**src/rtl/fft_in_buffer.sv**
```systemverilog
// Input reorder buffer for a 32-point FFT: ping-pong banks filled in natural order,
// drained as 16 butterfly pairs x[k] / x[k+16] per frame.
module fft_in_buffer #(
    parameter int WORD_LEN = 11
) (
    input  logic                    clk,
    input  logic                    i_rst,
    input  logic [2*WORD_LEN-1:0]   MemIn,
    input  logic                    in_valid,
    output logic [2*WORD_LEN-1:0]   MemOutUp,
    output logic [2*WORD_LEN-1:0]   MemOutDown,
    output logic                    out_valid,
    output logic                    out_last
);

    typedef enum logic {
        IDLE,
        OUTPUT
    } state_t;

    state_t state, state_nxt;

    logic [2*WORD_LEN-1:0] bank_a [32];
    logic [2*WORD_LEN-1:0] bank_b [32];

    logic [4:0] wr_cnt;
    logic       wr_sel;
    logic       rd_sel;
    logic       pending;
    logic [3:0] k;
    logic       start;
    logic       fill_done;

    assign fill_done = in_valid && (wr_cnt == 5'd31);

    always_ff @(posedge clk) begin
        if (i_rst) begin
            state <= IDLE;
        end else begin
            state <= state_nxt;
        end
    end

    // start marks the edge that begins a new 16-pair burst, including the seamless restart
    always_comb begin
        state_nxt = state;
        start     = 1'b0;
        case (state)
            IDLE: begin
                if (pending) begin
                    state_nxt = OUTPUT;
                    start     = 1'b1;
                end
            end
            OUTPUT: begin
                if (k == 4'd15) begin
                    if (pending) begin
                        start = 1'b1;
                    end else begin
                        state_nxt = IDLE;
                    end
                end
            end
            default: state_nxt = IDLE;
        endcase
    end

    always_ff @(posedge clk) begin
        if (i_rst) begin
            wr_cnt  <= '0;
            wr_sel  <= 1'b0;
            rd_sel  <= 1'b0;
            pending <= 1'b0;
            k       <= '0;
            bank_a  <= '{default: '0};
            bank_b  <= '{default: '0};
        end else begin
            if (in_valid) begin
                if (wr_sel) begin
                    bank_b[wr_cnt] <= MemIn;
                end else begin
                    bank_a[wr_cnt] <= MemIn;
                end
                wr_cnt <= wr_cnt + 5'd1;
            end
            if (fill_done) begin
                wr_sel <= ~wr_sel;
            end
            // a completing frame wins over a consuming burst start
            if (fill_done) begin
                pending <= 1'b1;
            end else if (start) begin
                pending <= 1'b0;
            end
            if (start) begin
                rd_sel <= ~wr_sel;
                k      <= '0;
            end else if (state == OUTPUT) begin
                k <= k + 4'd1;
            end
        end
    end

    always_comb begin
        out_valid  = (state == OUTPUT);
        out_last   = out_valid && (k == 4'd15);
        MemOutUp   = '0;
        MemOutDown = '0;
        if (out_valid) begin
            if (rd_sel) begin
                MemOutUp   = bank_b[{1'b0, k}];
                MemOutDown = bank_b[{1'b1, k}];
            end else begin
                MemOutUp   = bank_a[{1'b0, k}];
                MemOutDown = bank_a[{1'b1, k}];
            end
        end
    end

endmodule

```
**config.mk**
```make
export PLATFORM = sky130hd
export DESIGN_NAME = fft_in_buffer
export DESIGN_NICKNAME = d
export VERILOG_FILES = /design/src/rtl/fft_in_buffer.sv
export SDC_FILE = /design/constraint.sdc
export NUM_CORES = 2
export LEC_CHECK = 0
export BUFFER_PORTS_ARGS = -buffer_cell sky130_fd_sc_hd__buf_2
export CAP_MARGIN = 20
export CORE_AREA = 2 2 393 395
export CTS_CLUSTER_SIZE = 16
export DETAILED_ROUTE_END_ITERATION = 8
export DIE_AREA = 0 0 395 397
export GPL_ROUTABILITY_DRIVEN = 1
export GPL_TIMING_DRIVEN = 0
export PLACE_DENSITY = 0.59
export SYNTH_ARGS = -nofsm -noshare
export SYNTH_HDL_FRONTEND = slang
export SYNTH_SLANG_ARGS = --single-unit
export TNS_END_PERCENT = 5
```
**constraint.sdc**
```tcl
create_clock -name clk -period 5.9 [get_ports clk]
set_input_delay 0.59 -clock clk [delete_from_list [all_inputs] [get_ports clk]]
set_output_delay 0.59 -clock clk [all_outputs]
set_load 0.02 [all_outputs]
```
After elaboration in Yosys (flattened, before gate mapping)
Index checks and enable logic that the tools add are counted.
{"block": "totals", "regBits": 1421, "latch_bits": 0, "ramBits": 0, "rom_bits": 0, "input_bits": 25, "output_inout_bits": 46, "elab_cells": 117, "n_memories": 0}
{"block": "classes", "addsub": 2, "n_mul": 0, "div": 0, "order_cmp": 4, "n_eq_ne": 2, "shifts": 0, "n_mux": 27, "bitwise": 5, "n_reduce_logical": 7}
{"op": "bitwise mux 704 bit", "n": 2}
{"op": "binary-select mux 22 bit (select 5 bit)", "n": 4}
{"op": "two-way mux 22 bit", "n": 13}
{"op": "demux 22 bit (select 5 bit)", "n": 1}
{"op": ">= comparator 6 bit, second input constant", "n": 3}
{"op": "inverter 5 -> 6 bit", "n": 2}
{"op": "< comparator 6 x 1 -> 1 bit, second input constant", "n": 1}
{"op": "inverter 4 -> 6 bit", "n": 1}
{"op": "adder 5 x 1 -> 5 bit, second input constant", "n": 1}
{"op": "equality test 5 bit, second input constant", "n": 1}
{"op": "two-way mux 1 bit", "n": 5}
{"op": "adder 4 x 1 -> 4 bit, second input constant", "n": 1}
{"op": "equality test 4 bit, second input constant", "n": 1}
{"op": "case mux 1 bit (2 select lines)", "n": 2}
{"op": "AND reduction 2 bit", "n": 2}
{"op": "logical AND 1 bit", "n": 3}
{"op": "inverter 1 bit", "n": 2}
{"op": "nonzero test 2 bit", "n": 1}
{"op": "OR reduction 2 bit", "n": 1}

Longest topological paths before layout
{"block": "depth", "depth_word": 6, "mapped_depth": 8, "depth_no_buf": 6}

Worst setup path after synthesis
No wires, ideal clock.
{"block": "synth_timing", "path_type": "register -> output", "start": "register k[3]", "end": "output MemOutDown[0]", "arrival_time_ns": 1.936, "t_required_ns": 5.310, "path_slack_ns": 3.374, "path_stages_with_launch": 7, "n_path_buf": 3, "path_cell_list": "dfxtp_1 -> buf_2 -> nor2_1 -> clkbuf_1 -> clkbuf_1 -> a22oi_1 -> a211oi_1"}
{"block": "synth_between", "elab_chain_len": 6, "elab_cells_between_ends": 9, "cone_classes": "mux: 8; bitwise: 1"}
{"element": "start: declaration", "line": "30", "source": "logic [3:0] k;"}
{"element": "start signal: assignment", "line": "99", "source": "k <= k + 4'd1;"}
{"element": "inverter 5 -> 6 bit (not written as such) *", "line": "112, 115"}
{"element": "binary-select mux 22 bit (select 5 bit), on equally long branches", "line": "115, 112"}
{"element": "two-way mux 22 bit, on equally long branches (2 in series)", "line": "115, 112"}
{"element": "two-way mux 22 bit *", "line": "110", "source": "if (rd_sel) begin"}
{"element": "two-way mux 22 bit *", "line": "109", "source": "if (out_valid) begin"}
{"element": "end: declaration", "line": "11", "source": "output logic [2*WORD_LEN-1:0] MemOutDown,"}
Mark *: on every way between the ends. The rest lies on a longest branch, timed or not. The select of a mux whose other input is x is not followed.

Worst setup path in the final report
{"block": "layout_timing", "start": "register k[1]", "end": "output MemOutUp[14]"}
{"block": "layout_between", "elab_chain_len": 6, "elab_cells_between_ends": 9, "cone_classes": "mux: 8; bitwise: 1"}
{"element": "inverter 4 -> 6 bit (not written as such) *", "line": "111, 114"}
{"element": "binary-select mux 22 bit (select 5 bit), on equally long branches", "line": "114, 111"}
{"element": "two-way mux 22 bit, on equally long branches (2 in series)", "line": "114, 111"}
{"element": "two-way mux 22 bit *", "line": "110"}
{"element": "two-way mux 22 bit *", "line": "109"}
{"element": "end: declaration", "line": "10", "source": "output logic [2*WORD_LEN-1:0] MemOutUp,"}
Marks and branches as above.

==> impl_metrics.env <==
export IMPL_final_setup_tns_ns=0
export IMPL_finalSetupViolations=0
export IMPL_hold_viol_final=0
export IMPL_synth_top_area_cell="dfxtp_1"
export IMPL_p_sw_share_pct=23.5
export IMPL_fmax_mhz=180
export IMPL_dp_hpwl_um=184000
export IMPL_clockRootBuffer="clkbuf_16"
export IMPL_yosysTopAreaCellShare_pct=46.9
export IMPL_grt_overflow=0
export IMPL_nFillCells=14996
export IMPL_endpoint_kind="output pin"
export IMPL_place_ws_ns=1.37
export IMPL_htree_levels=4
export IMPL_drc_errors=0
export IMPL_worst_pin_slew_ns=1.41
export IMPL_routedWlPerCell_um=25.5
export IMPL_nets=7603
export IMPL_drt_wl_total_um=249000
export IMPL_cts_tree="built"
export IMPL_io_pins=71
export IMPL_seq_power_share_pct=46.6
export IMPL_cp_start_kind="register"
export IMPL_min_period_over_period_pct=94.4
export IMPL_cellLeakagePower_nw=21.3
export IMPL_hold_buffers=0
export IMPL_path_class="reg2out"
export IMPL_portBuffers=47
export IMPL_irDropWorstVdd_mv=0.292
export IMPL_p_comb_share_pct=3.9
export IMPL_crit_arrival_ns=4.98
export IMPL_ant_nets=0
export IMPL_async_reset_ff_share_pct=0
export IMPL_clk_latency_ns=0.81
export IMPL_drt_iter0_drc=7157
export IMPL_cellPowerDensity_nw_per_um2=300
export IMPL_dieArea_um2=157000
export IMPL_seq_area_um2=28400
export IMPL_dr_pass1_iters=7
export IMPL_hold_path_class="in2reg"
export IMPL_setup_slack_ns=0.333
export IMPL_yosys_top_cells_area="dfxtp_1, nand2_1, a21oi_1, mux4_2, clkbuf_1"
export IMPL_area_growth_pct=13.8
export IMPL_max_cap_violations=0
export IMPL_avgSynthCellArea_um2=8.26
export IMPL_vias_per_cell=5.78
export IMPL_cts_clk_slew_worst_paths_ns=0.06
export IMPL_cts_buffers=153
export IMPL_p_clk_share_pct=49.5
export IMPL_crit_required_ns=5.31
export IMPL_yosys_register_bits=1421
export IMPL_internal_power_w=0.0158
export IMPL_drive_above_1_share_pct=11.1
export IMPL_fin_skew_ns=0.0353
export IMPL_core_area_um2=153000
export IMPL_synth_edf_count=0
export IMPL_antenna_found_initial=15
export IMPL_period_minus_slack_ns=5.57
export IMPL_mappedNetlistArea_um2=60600
export IMPL_cts_resized=0
export IMPL_synth_cell_type_count=39
export IMPL_clockBufferDepth=3
export IMPL_clock_sinks=1421
export IMPL_synth_warnings=0
export IMPL_synth_main_ff_cell="dfxtp_1"
export IMPL_slew_headroom_pct=5.61
export IMPL_design_power_total_w=0.0207
export IMPL_slew_viol_final=0
export IMPL_vias=56337
export IMPL_grt_total_usage_pct=30.7
export IMPL_seq_area_frac_synth_pct=46.9
export IMPL_rows=144
export IMPL_synth_fp_nets=7372
export IMPL_fp_dieH_um=397
export IMPL_switchingPower_w=0.00486
export IMPL_path_max_fanout=10
export IMPL_die_w_um=395
export IMPL_synth_cells=7341
export IMPL_gp_congestion=0.998
export IMPL_cts_setup_buffers=0
export IMPL_grt_max_degree=17
export IMPL_grt_pass1_wl_um=355000
export IMPL_multi_input_area_um2=29000
export IMPL_start_util_pct=39.6
export IMPL_run_status="finished, final reports clean"
export IMPL_rsz0062_at_grt="no"
export IMPL_first_global_vias=51635
power groups by stage:
stage          Sequential, W  Clock, W  Combinational, W
2_1_floorplan        0.00984         0          0.000373
3_3_place_gp         0.00985         0          0.000737
3_5_place_dp         0.00985         0          0.000756
4_1_cts              0.00963    0.0102          0.000758
5_1_grt              0.00963    0.0106          0.000807
6_report             0.00963    0.0102          0.000800
final timing paths:
kind	start	end	slack, ns	cells after the start
setup reg to reg	wr_cnt[0]	bank_b[186]	2.81	6
hold reg to reg	bank_a[470]	bank_a[470]	0.45	2
setup / recovery	k[1]	MemOutUp[14]	0.33	7
hold / removal	MemIn[16]	bank_b[16]	0.28	4
worst max-delay path, stage by stage (launching register included):
cell and delay, ns:
dfxtp_1 0.32, buf_2 0.19, nor2_1 0.25, clkbuf_1 0.94, clkbuf_1 0.73, a22oi_1 0.33, a211oi_1 1.06, buf_2 0.33
synthesized netlist by cell type, types with 13 or more instances:
cell type and number:
nand2_1 2885, a21oi_1 1454, dfxtp_1 1421, clkbuf_1 490, mux4_2 265, mux2i_1 178
buf_2 168, nor2_1 78, a2111oi_2 44, o22ai_1 44, a211oi_1 43, a22o_1 43
a22oi_1 43, o221ai_1 43, buf_1 35, buf_4 28, buf_6 13
cells by family after synthesis:
group,Yosys count,share of synthesized area [%]
simple gates,3007,18.9
mux,443,12.8
flops,1421,46.9
buf+inv,739,5.26
xor+xnor,7,0.101
fa+ha+maj,6,0.124
compound gates,1718,15.9
flip-flops by register name, indices dropped and copies added, names as in the netlist:
signal     count
bank_a       704
bank_b       704
k              4
out_valid      1
pending        1
rd_sel         1
wr_cnt         5
wr_sel         1
layout make-up:
type	instances	area share, %
inverters	4	0.0218
multi-input cells	5181	42.0
clock inverters	52	1.10
diodes	6	0.0218
clock buffers	222	6.50
plain buffers	735	4.62
flip-flops and latches	1421	41.2
well taps	2044	3.71
repair buffers	76	0.805
per-stage QoR:
stage | area [µm²] | instances | utilization [%] | hold slack [ns]
floorplan | 60600 | 7341 | - | 0.433
global placement | 63400 | 9432 | 41.5 | 0.438
detailed placement | 63700 | 9455 | 41.6 | 0.443
CTS | 68900 | 9729 | 45.1 | 0.259
global route | 69000 | 9736 | 45.1 | 0.291
finish | 69000 | 9741 | 45.1 | 0.280
layout by cell type (no fill, tap or decap), types with 7 or more instances in the layout:
cell type / instances
a2111oi_2: 44
a211oi_1: 43
a21oi_1: 1454
a22o_1: 43
a22oi_1: 43
and3b_1: 7
buf_1: 35
buf_2: 216
buf_4: 40
buf_6: 13
buf_8: 14
bufinv_16: 18
clkbuf_1: 512
clkbuf_16: 157
clkbuf_2: 12
clkbuf_8: 31
clkinv_2: 24
dfxtp_1: 1421
inv_6: 7
mux2i_1: 178
mux4_2: 265
nand2_1: 2885
nand3_1: 10
nor2_1: 78
o221ai_1: 43
o22ai_1: 44
layer usage:
metal	vias to the layer above	share of wire (%)	GRT usage [%]
met2	3119	43	45.6
met1	27481	40	41.2
li1	25163	-	-
met4	10	5.7	16.6
met3	564	11	7.45
met5	-	0.025	0
Power figures use the tool's default switching activity.
